### src/rtl/snn_pkg.sv
// Shared types and default sizing for the spike output stage.
package snn_pkg;

  localparam int N_CLASS_DEF = 8;
  localparam int CNT_W_DEF   = 8;
  localparam int IDX_W_DEF   = 3;

  typedef enum logic [1:0] {
    IDLE  = 2'd0,
    ACCUM = 2'd1,
    SCAN  = 2'd2,
    DONE  = 2'd3
  } dec_state_e;

  // Per-class spike counts at the default sizing
  typedef logic [N_CLASS_DEF-1:0][CNT_W_DEF-1:0] cnt_vec_t;

endpackage

### src/rtl/spike_counter_bank.sv
// N_CLASS saturating spike counters with a shared clear and enable.
// cnt is the registered count; cnt_next is the value after this cycle's update.
module spike_counter_bank
  import snn_pkg::*;
#(
  parameter int N_CLASS = N_CLASS_DEF,
  parameter int CNT_W   = CNT_W_DEF
) (
  input  logic                            clk,
  input  logic                            reset_n,
  input  logic                            clr,
  input  logic                            en,
  input  logic [N_CLASS-1:0]              spike,
  output logic [N_CLASS-1:0][CNT_W-1:0]   cnt,
  output logic [N_CLASS-1:0][CNT_W-1:0]   cnt_next
);

  localparam logic [CNT_W-1:0] CNT_MAX = '1;

  for (genvar i = 0; i < N_CLASS; i++) begin : g_lane
    logic [CNT_W-1:0] cnt_q, cnt_d;

    // Clear wins; otherwise count a spike unless already pinned at max
    always_comb begin
      cnt_d = cnt_q;
      if (clr)
        cnt_d = '0;
      else if (en && spike[i] && (cnt_q != CNT_MAX))
        cnt_d = cnt_q + 1'b1;
    end

    // Lane counter register
    always_ff @(posedge clk) begin
      if (!reset_n) cnt_q <= '0;
      else          cnt_q <= cnt_d;
    end

    assign cnt[i]      = cnt_q;
    assign cnt_next[i] = cnt_d;
  end

endmodule

### src/rtl/spike_decoder.sv
// Spike-count classifier: accumulates WINDOW timesteps of output spikes,
// scans the counts one class per cycle for the argmax, and pulses the
// result for one cycle.
// Optional: SPIKE_DECODER_EARLY_EXIT_EN ends the window as soon as any
// class count reaches EARLY_THRESH.
module spike_decoder
  import snn_pkg::*;
#(
  parameter int          N_CLASS      = N_CLASS_DEF,
  parameter int          CNT_W        = CNT_W_DEF,
  parameter int unsigned WINDOW       = 100,
  parameter int          IDX_W        = IDX_W_DEF,
  parameter int unsigned EARLY_THRESH = 32
) (
  input  logic               clk,
  input  logic               reset_n,
  input  logic               start,
  input  logic               in_valid,
  input  logic [N_CLASS-1:0] input_spike,
  output logic               busy,
  output logic               out_valid,
  output logic [IDX_W-1:0]   class_idx,
  output logic [CNT_W-1:0]   class_count,
  output logic               tie
);

  localparam logic [IDX_W-1:0] LAST_K   = IDX_W'(N_CLASS - 1);
  localparam logic [15:0]      LAST_STP = 16'(WINDOW - 1);

  dec_state_e state_q, state_d;
  logic [15:0]      step_q, step_d;
  logic [IDX_W-1:0] k_q, k_d;
  logic [IDX_W-1:0] max_idx_q, max_idx_d;
  logic [CNT_W-1:0] max_q, max_d;
  logic             run_tie_q, run_tie_d;
  logic             busy_q, busy_d;
  logic             out_valid_q, out_valid_d;
  logic [IDX_W-1:0] class_idx_q, class_idx_d;
  logic [CNT_W-1:0] class_count_q, class_count_d;
  logic             tie_q, tie_d;

  logic [N_CLASS-1:0][CNT_W-1:0] cnt, cnt_next;
  logic bank_clr, bank_en, last_step, early_hit;
  logic [CNT_W-1:0] cur;

  assign bank_clr  = (state_q == IDLE) && start;
  assign bank_en   = (state_q == ACCUM) && in_valid;
  assign last_step = bank_en && (step_q == LAST_STP);

  spike_counter_bank #(
    .N_CLASS (N_CLASS),
    .CNT_W   (CNT_W)
  ) u_bank (
    .clk      (clk),
    .reset_n  (reset_n),
    .clr      (bank_clr),
    .en       (bank_en),
    .spike    (input_spike),
    .cnt      (cnt),
    .cnt_next (cnt_next)
  );

`ifdef SPIKE_DECODER_EARLY_EXIT_EN
  logic early_any;
  // Any class reaching the threshold with this update closes the window
  always_comb begin
    early_any = 1'b0;
    for (int i = 0; i < N_CLASS; i++)
      if (32'(cnt_next[i]) >= EARLY_THRESH) early_any = 1'b1;
  end
  assign early_hit = bank_en && early_any;
`else
  logic unused_early;
  assign unused_early = ^{32'(EARLY_THRESH), cnt_next};
  assign early_hit    = 1'b0;
`endif

  // Next-state, scan datapath and result registers
  always_comb begin
    state_d       = state_q;
    step_d        = step_q;
    k_d           = k_q;
    max_idx_d     = max_idx_q;
    max_d         = max_q;
    run_tie_d     = run_tie_q;
    out_valid_d   = 1'b0;
    class_idx_d   = class_idx_q;
    class_count_d = class_count_q;
    tie_d         = tie_q;
    cur           = cnt[k_q];
    case (state_q)
      IDLE: begin
        if (start) begin
          state_d = ACCUM;
          step_d  = '0;
        end
      end
      ACCUM: begin
        if (bank_en) begin
          step_d = step_q + 16'd1;
          if (last_step || early_hit) begin
            state_d = SCAN;
            k_d     = '0;
          end
        end
      end
      SCAN: begin
        if (k_q == '0) begin
          max_d     = cur;
          max_idx_d = '0;
          run_tie_d = 1'b0;
        end else if (cur > max_q) begin
          max_d     = cur;
          max_idx_d = k_q;
          run_tie_d = 1'b0;
        end else if (cur == max_q) begin
          run_tie_d = 1'b1;
        end
        if (k_q == LAST_K) state_d = DONE;
        else               k_d     = k_q + 1'b1;
      end
      DONE: begin
        state_d       = IDLE;
        out_valid_d   = 1'b1;
        class_idx_d   = max_idx_q;
        class_count_d = max_q;
        tie_d         = run_tie_q;
      end
      default: state_d = IDLE;
    endcase
    busy_d = (state_d == ACCUM) || (state_d == SCAN);
  end

  // State and output registers, synchronous reset
  always_ff @(posedge clk) begin
    if (!reset_n) begin
      state_q       <= IDLE;
      step_q        <= '0;
      k_q           <= '0;
      max_idx_q     <= '0;
      max_q         <= '0;
      run_tie_q     <= 1'b0;
      busy_q        <= 1'b0;
      out_valid_q   <= 1'b0;
      class_idx_q   <= '0;
      class_count_q <= '0;
      tie_q         <= 1'b0;
    end else begin
      state_q       <= state_d;
      step_q        <= step_d;
      k_q           <= k_d;
      max_idx_q     <= max_idx_d;
      max_q         <= max_d;
      run_tie_q     <= run_tie_d;
      busy_q        <= busy_d;
      out_valid_q   <= out_valid_d;
      class_idx_q   <= class_idx_d;
      class_count_q <= class_count_d;
      tie_q         <= tie_d;
    end
  end

  assign busy        = busy_q;
  assign out_valid   = out_valid_q;
  assign class_idx   = class_idx_q;
  assign class_count = class_count_q;
  assign tie         = tie_q;

endmodule

### config.mk
export PLATFORM = sky130hd
export DESIGN_NAME = spike_decoder
export DESIGN_NICKNAME = d
export VERILOG_FILES = /design/src/rtl/snn_pkg.sv /design/src/rtl/spike_counter_bank.sv /design/src/rtl/spike_decoder.sv
export SDC_FILE = /design/constraint.sdc
export NUM_CORES = 1
export LEC_CHECK = 0
export CORE_MARGIN = 3
export CORE_UTILIZATION = 35
export CTS_CLUSTER_DIAMETER = 40
export CTS_CLUSTER_SIZE = 25
export DETAILED_ROUTE_END_ITERATION = 10
export GPL_TIMING_DRIVEN = 0
export MAX_ROUTING_LAYER = met4
export PLACE_DENSITY = 0.63
export SLEW_MARGIN = 20
export SYNTH_ARGS = -nofsm -noshare
export SYNTH_HDL_FRONTEND = slang
export SYNTH_SLANG_ARGS = --single-unit
### constraint.sdc
create_clock -name clk -period 4.7 [get_ports clk]
set_clock_uncertainty 0.05 [all_clocks]
set_input_delay 0.94 -clock clk [delete_from_list [all_inputs] [get_ports clk]]
set_output_delay 0.94 -clock clk [all_outputs]
set_load 0.1 [all_outputs]
# Yosys cells after proc, flatten, opt, wreduce, memory -nomap -nowiden
# Cells that the tools add are included.
# word_totals
regBits	111
out_inout_bits	14
# classes
n_addsub	10
magnitude_cmp	2
n_eq_ne	20
mux	22
n_bitwise	1
n_reduce_logical	31
# op_table
op	n
$add A8 B1 Y8 const B	8
$ne A8 B8 Y1 const B	8
$mux W16	2
$pmux W16 S2	1
$bmux W8 S3	1
$mux W8	3
$logic_and A1 B1 Y1	19
$add A16 B1 Y16 const B	1
$eq A16 B7 Y1 const B	1
$mux W3	5
$eq A8 B8 Y1	1
$gt A8 B8 Y1	1
$mux W2	4
$ne A2 B2 Y1 const B	4
$pmux W2 S4	1
$eq A2 B2 Y1 const B	3
$pmux W3 S2	1
$reduce_bool A2 Y1	3
$eq A2 B1 Y1 const B	2
$lt A3 B4 Y1 const B	1
$mux W1	4
$reduce_and A2 Y1	2
$reduce_and A4 Y1	1
$add A3 B1 Y3 const B	1
8 further kinds	8

# Longest topological paths before layout
# depth
ltp_word	8
mapped_depth	11
mapped_depth_nobuf	8

# Cells and area by module
# Synthesis repeated with hierarchy kept, for this count alone.
# hier_totals
hier_cells	752
hier_area_um2	6321.1
# modules_own_cells
module	n_inst	cells_per_inst	area_per_inst_um2	seq_area_each_um2
spike_counter_bank	1	459	3490.8	1281.2
spike_decoder	1	293	2830.2	940.9

# Worst setup path after synthesis
# No wires, ideal clock.
# synth_timing
path_kind	reg-to-reg
startpoint	reg k_q[0]
endpoint	reg max_q[1]
setup_ns	0.125
t_arrival_ns	2.792
setup_slack_ns	1.733
path_stages_with_launch	12
n_path_buf	3
period_less_slack_ns	2.967
path_cell_list	dfxtp_1 > buf_6 > buf_6 > mux4_1 > mux2_2 > ha_1 > nand4_1 > or2_2 > o21a_1 > o31a_1 > buf_2 > mux2i_1
# synth_via
elab_chain_len	5
word_cells_on_any_way	8
classes_between	order compare (1); mux (4); reduce/logical (3)
# synth_rtl
item	line_no	text
from (decl)	spike_decoder.sv:32	logic [IDX_W-1:0] k_q, k_d;
from (signal assigned)	spike_decoder.sv:151	k_q <= k_d;
$bmux W8 S3	spike_decoder.sv:90	cur = cnt[k_q];
$mux W8 (not written as such)	spike_decoder.sv:90	
via cur[7]	spike_decoder.sv:44	logic [CNT_W-1:0] cur;
$gt A8 B8 Y1	spike_decoder.sv:112	end else if (cur > max_q) begin
$reduce_bool A2 Y1 (no source line)	-	
$reduce_and A2 Y1 (no source line)	-	
to (signal assigned)	spike_decoder.sv:153	max_q <= max_d;
to (decl)	spike_decoder.sv:34	logic [CNT_W-1:0] max_q, max_d;
# The timed path passes the listed nets, and every way through them passes these cells. The select of a mux whose other input is x is not followed.
# A chain may end at the register's enable or synchronous reset.

# Worst setup path in the final report
# layout_timing
startpoint	reg k_q[0]
endpoint	reg max_q[6]
# The elaborated chain is that of the path after synthesis.

==> impl_results.md <==
- Die width: 133.3 um
- Dominant cells by area after synthesis: dfxtp_1, xor2_1, nor2_1
- Crit Path Class: flip-flop to flip-flop
- Cell count after synthesis: roughly 610
- Pin count of the biggest net entering global routing: 19
- Arrival @ worst endpoint: between 3 and 4 ns
- Count of final setup violators: 0
- Max incr delay on CP: 0.61 ns
- NumNets Final: 673
- Area Growth Syn to Fin: 13.90%
- Antenna Nets Post-Route: 0
- Clock network power share: 0.419
- DP Wirelength: a little under 10 mm
- Reg2Reg Depth: 10
- Worst Tran Pin Value: about 0.97 ns
- Multi-input gate area: ~3200 um2
- Synth unique cells: 49
- Synth Cell Area: between 5000 and 6000 um2
- Routability Congestion: 0.8657
- Most used DFF post-synth: dfxtp_1
- Clock Sinks: 111
- HP Class: flip-flop to flip-flop
- Num ports: 26
- Vias in the first global route: 4205
- CP endpoint kind: flip-flop
- Worst EP required: between 4 and 5 ns
- # DRC: 0
- Number of DRC markers in iteration 0: 280
- GRT Total Usage: 0.1538
- CTS Buffer Depth: 2
- H-tree depth: 3
- Share of cells above drive strength 1: 0.1006
- Crit-path leading delay family: multiplexers
- Synth area leader: dfxtp_1
- Placed instance area: 6173 um2
- Critical path depth in cells: 10
- Seq/Total Area, Yosys: 0.3920
- Pwr per Cell Area: 274.5 nW/um2
- Wire per inst: 14.96 um
- Peak VDD IR: 0.2091 mV
- DR vias: 4464
- CTS tree: yes
- First-pass GRT wire length: 21.33 mm
- FF+latch area: between 2000 and 2500 um2
- Leakage power: ~2.2 nW
- Gate power share: 0.046
- Synth Net Count: 638
- Max Slew Vio Count: 0
- Initial antenna violation count: 0
- Reg2Reg Setup Slack: 1.29 ns
- Critical-path top delay cell: mux4_1
- FF+latch count, synth: roughly 110
- Root Buffer: clkbuf_16
- Total Wirelength: roughly 13 mm
- Worst hold path depth: 2
- Max cap viols: 0
- RSZ-0062 raised after global routing: no
- Post-CTS setup repair buffer count: 0
- Gates resized, CTS repair: 0
- Area share of the largest cell type after synthesis: 0.3920
- Int Power: 1.352 mW
- ANT cells: 0
- Status: complete, no violations
- Vias/cell: 5.209
- Clock network latency to the later pin of the worst-skew pair: 0.36 ns
- Cell chain of the critical path: buf_6 -> buf_6 -> mux4_1 -> mux2_2 -> ha_1 -> nand2_1 -> o21ai_0 -> o31a_1 -> buf_2 -> mux2i_1
- CTS clk-pin slew, worst paths: 0.08 ns
- First-pass DRT Iterations: 5
- Peak Freq: 0.2936 GHz
- Final period util: 0.7248
- Overflow after GRT: 0
- Full die area: 17760 um2
- Most common cell after layout, fill and taps aside: dfxtp_1
- Filler instances: 1552
- Die height: 133.3 um
- Post-synth EDFFs: 0
- Cell mode on critical path: buf_6
- Post-cts hold buffer count: 0
- Mean post-synth cell area: 9.355 um2
- Core area: 15540 um2
- Flop pwr share: 0.534
- Final hold viol count: 0
- Critical path peak fanout: 10
- Num CTS Buffers: 9
- PortBufs: 24
- Worst Setup Start Kind: flip-flop
- Starting density of the core: 0.3648
- Most frequent cells in the layout: dfxtp_1, nor2_1, nand2_1
- Slew Limit Headroom: 0.3497
- Crit path time final: 3.407 ns
- Post-synthesis async set-or-reset flop share: 0
- Switch share: 0.2373
- Rows: 45
- Ys Warns: 0
- Setup TNS: 0 ns
- CP bufs+invs: 3
- Psw: between 0.4 and 0.5 mW
- Final instance area: between 6000 and 7000 um2
## registers in the layout, indices dropped and copies added (netlist names), 2 cells and up
register / flops
class_idx: 3
max_idx_q: 3
u_bank.g_lane.cnt_q: 64
k_q: 3
class_count: 8
step_q: 16
max_q: 8
state_q: 2
## cells by family (layout without fill, tap and decap cells)
logic type / Yosys count / in the layout / synth area share
DFF: 111 / 111 / 0.3920
adders and majority gates: 20 / 20 / 0.04414
and+or+nand+nor: 266 / 266 / 0.2322
xor gates and xnor gates: 62 / 62 / 0.09578
muxes: 43 / 43 / 0.1187
AOI/OAI and AO/OA: 63 / 63 / 0.08078
buffers and inverters: 41 / 81 / 0.03641
## routing by layer
metal	routed length [um]	track usage
met3	491	0.02039
met1	5852	0.1929
met5	0	-
met4	299	0.06457
met2	6173	0.2506
## power groups by stage
| stage | combinational (mW) | clock (mW) | sequential, mW |
|---|---|---|---|
| floorplan | 0.0477 | 0 | 0.973 |
| global placement | 0.0794 | 0 | 0.969 |
| detailed placement | 0.0821 | 0 | 0.969 |
| CTS | 0.0825 | 0.763 | 0.947 |
| global route | 0.0899 | 0.792 | 0.948 |
| finish | 0.0821 | 0.743 | 0.947 |
## path summary, 6_finish.rpt
kind                  start             end
max                  k_q[0]        max_q[6]
min          class_count[4]  class_count[4]
max reg2reg          k_q[0]        max_q[6]
min reg2reg  class_count[4]  class_count[4]
## stage by stage
| step | utilization | worst slack, ns | hold WS [ns] | std cells | power (mW) |
|---|---|---|---|---|---|
| global route | 0.4155 | 1.094 | 0.4248 | 857 | 1.830 |
| floorplan | - | 1.733 | 0.3788 | 606 | 1.021 |
| detailed placement | 0.3973 | 1.388 | 0.3984 | 841 | 1.052 |
| global placement | 0.3973 | 1.459 | 0.3925 | 841 | 1.049 |
| CTS | 0.4155 | 1.354 | 0.4088 | 857 | 1.793 |
| finish | 0.4155 | 1.293 | 0.4039 | 857 | 1.773 |
## cell usage after synthesis, types with 4 or more instances
master    number
a21oi_1       30
and2_1         6
and3_1         8
and4_1         9
buf_2          8
buf_4          5
clkbuf_1       9
dfxtp_1      111
ha_1          20
inv_1         15
mux2_2        10
mux2i_1       17
mux4_1         8
mux4_2         8
nand2_1       72
nand3_1       27
nand4_1       20
nand4b_1       4
nor2_1        82
nor3_1        12
o211ai_1       5
o21ai_0       11
or3_1          8
xnor2_1       24
xor2_1        38
## layout make-up
| type | instances | area share |
|---|---|---|
| repair buffers | 24 | 0.03720 |
| plain buffers | 26 | 0.02325 |
| clock buffers | 11 | 0.03759 |
| well taps | 211 | 0.04088 |
| flip-flops and latches | 111 | 0.3441 |
| clock inverters | 5 | 0.006394 |
| multi-input cells | 454 | 0.5018 |
| inverters | 15 | 0.008719 |
## worst register-to-register path: cells and delay by family, from the launching register on
family	cells	cell delay [ns]
mux	3	1.13
simple gates	1	0.05
fa+ha+maj	1	0.32
buf+inv	3	0.65
compound gates	2	0.77
flops	1	0.36
Note: power is estimated with default switching activity, not from simulation.
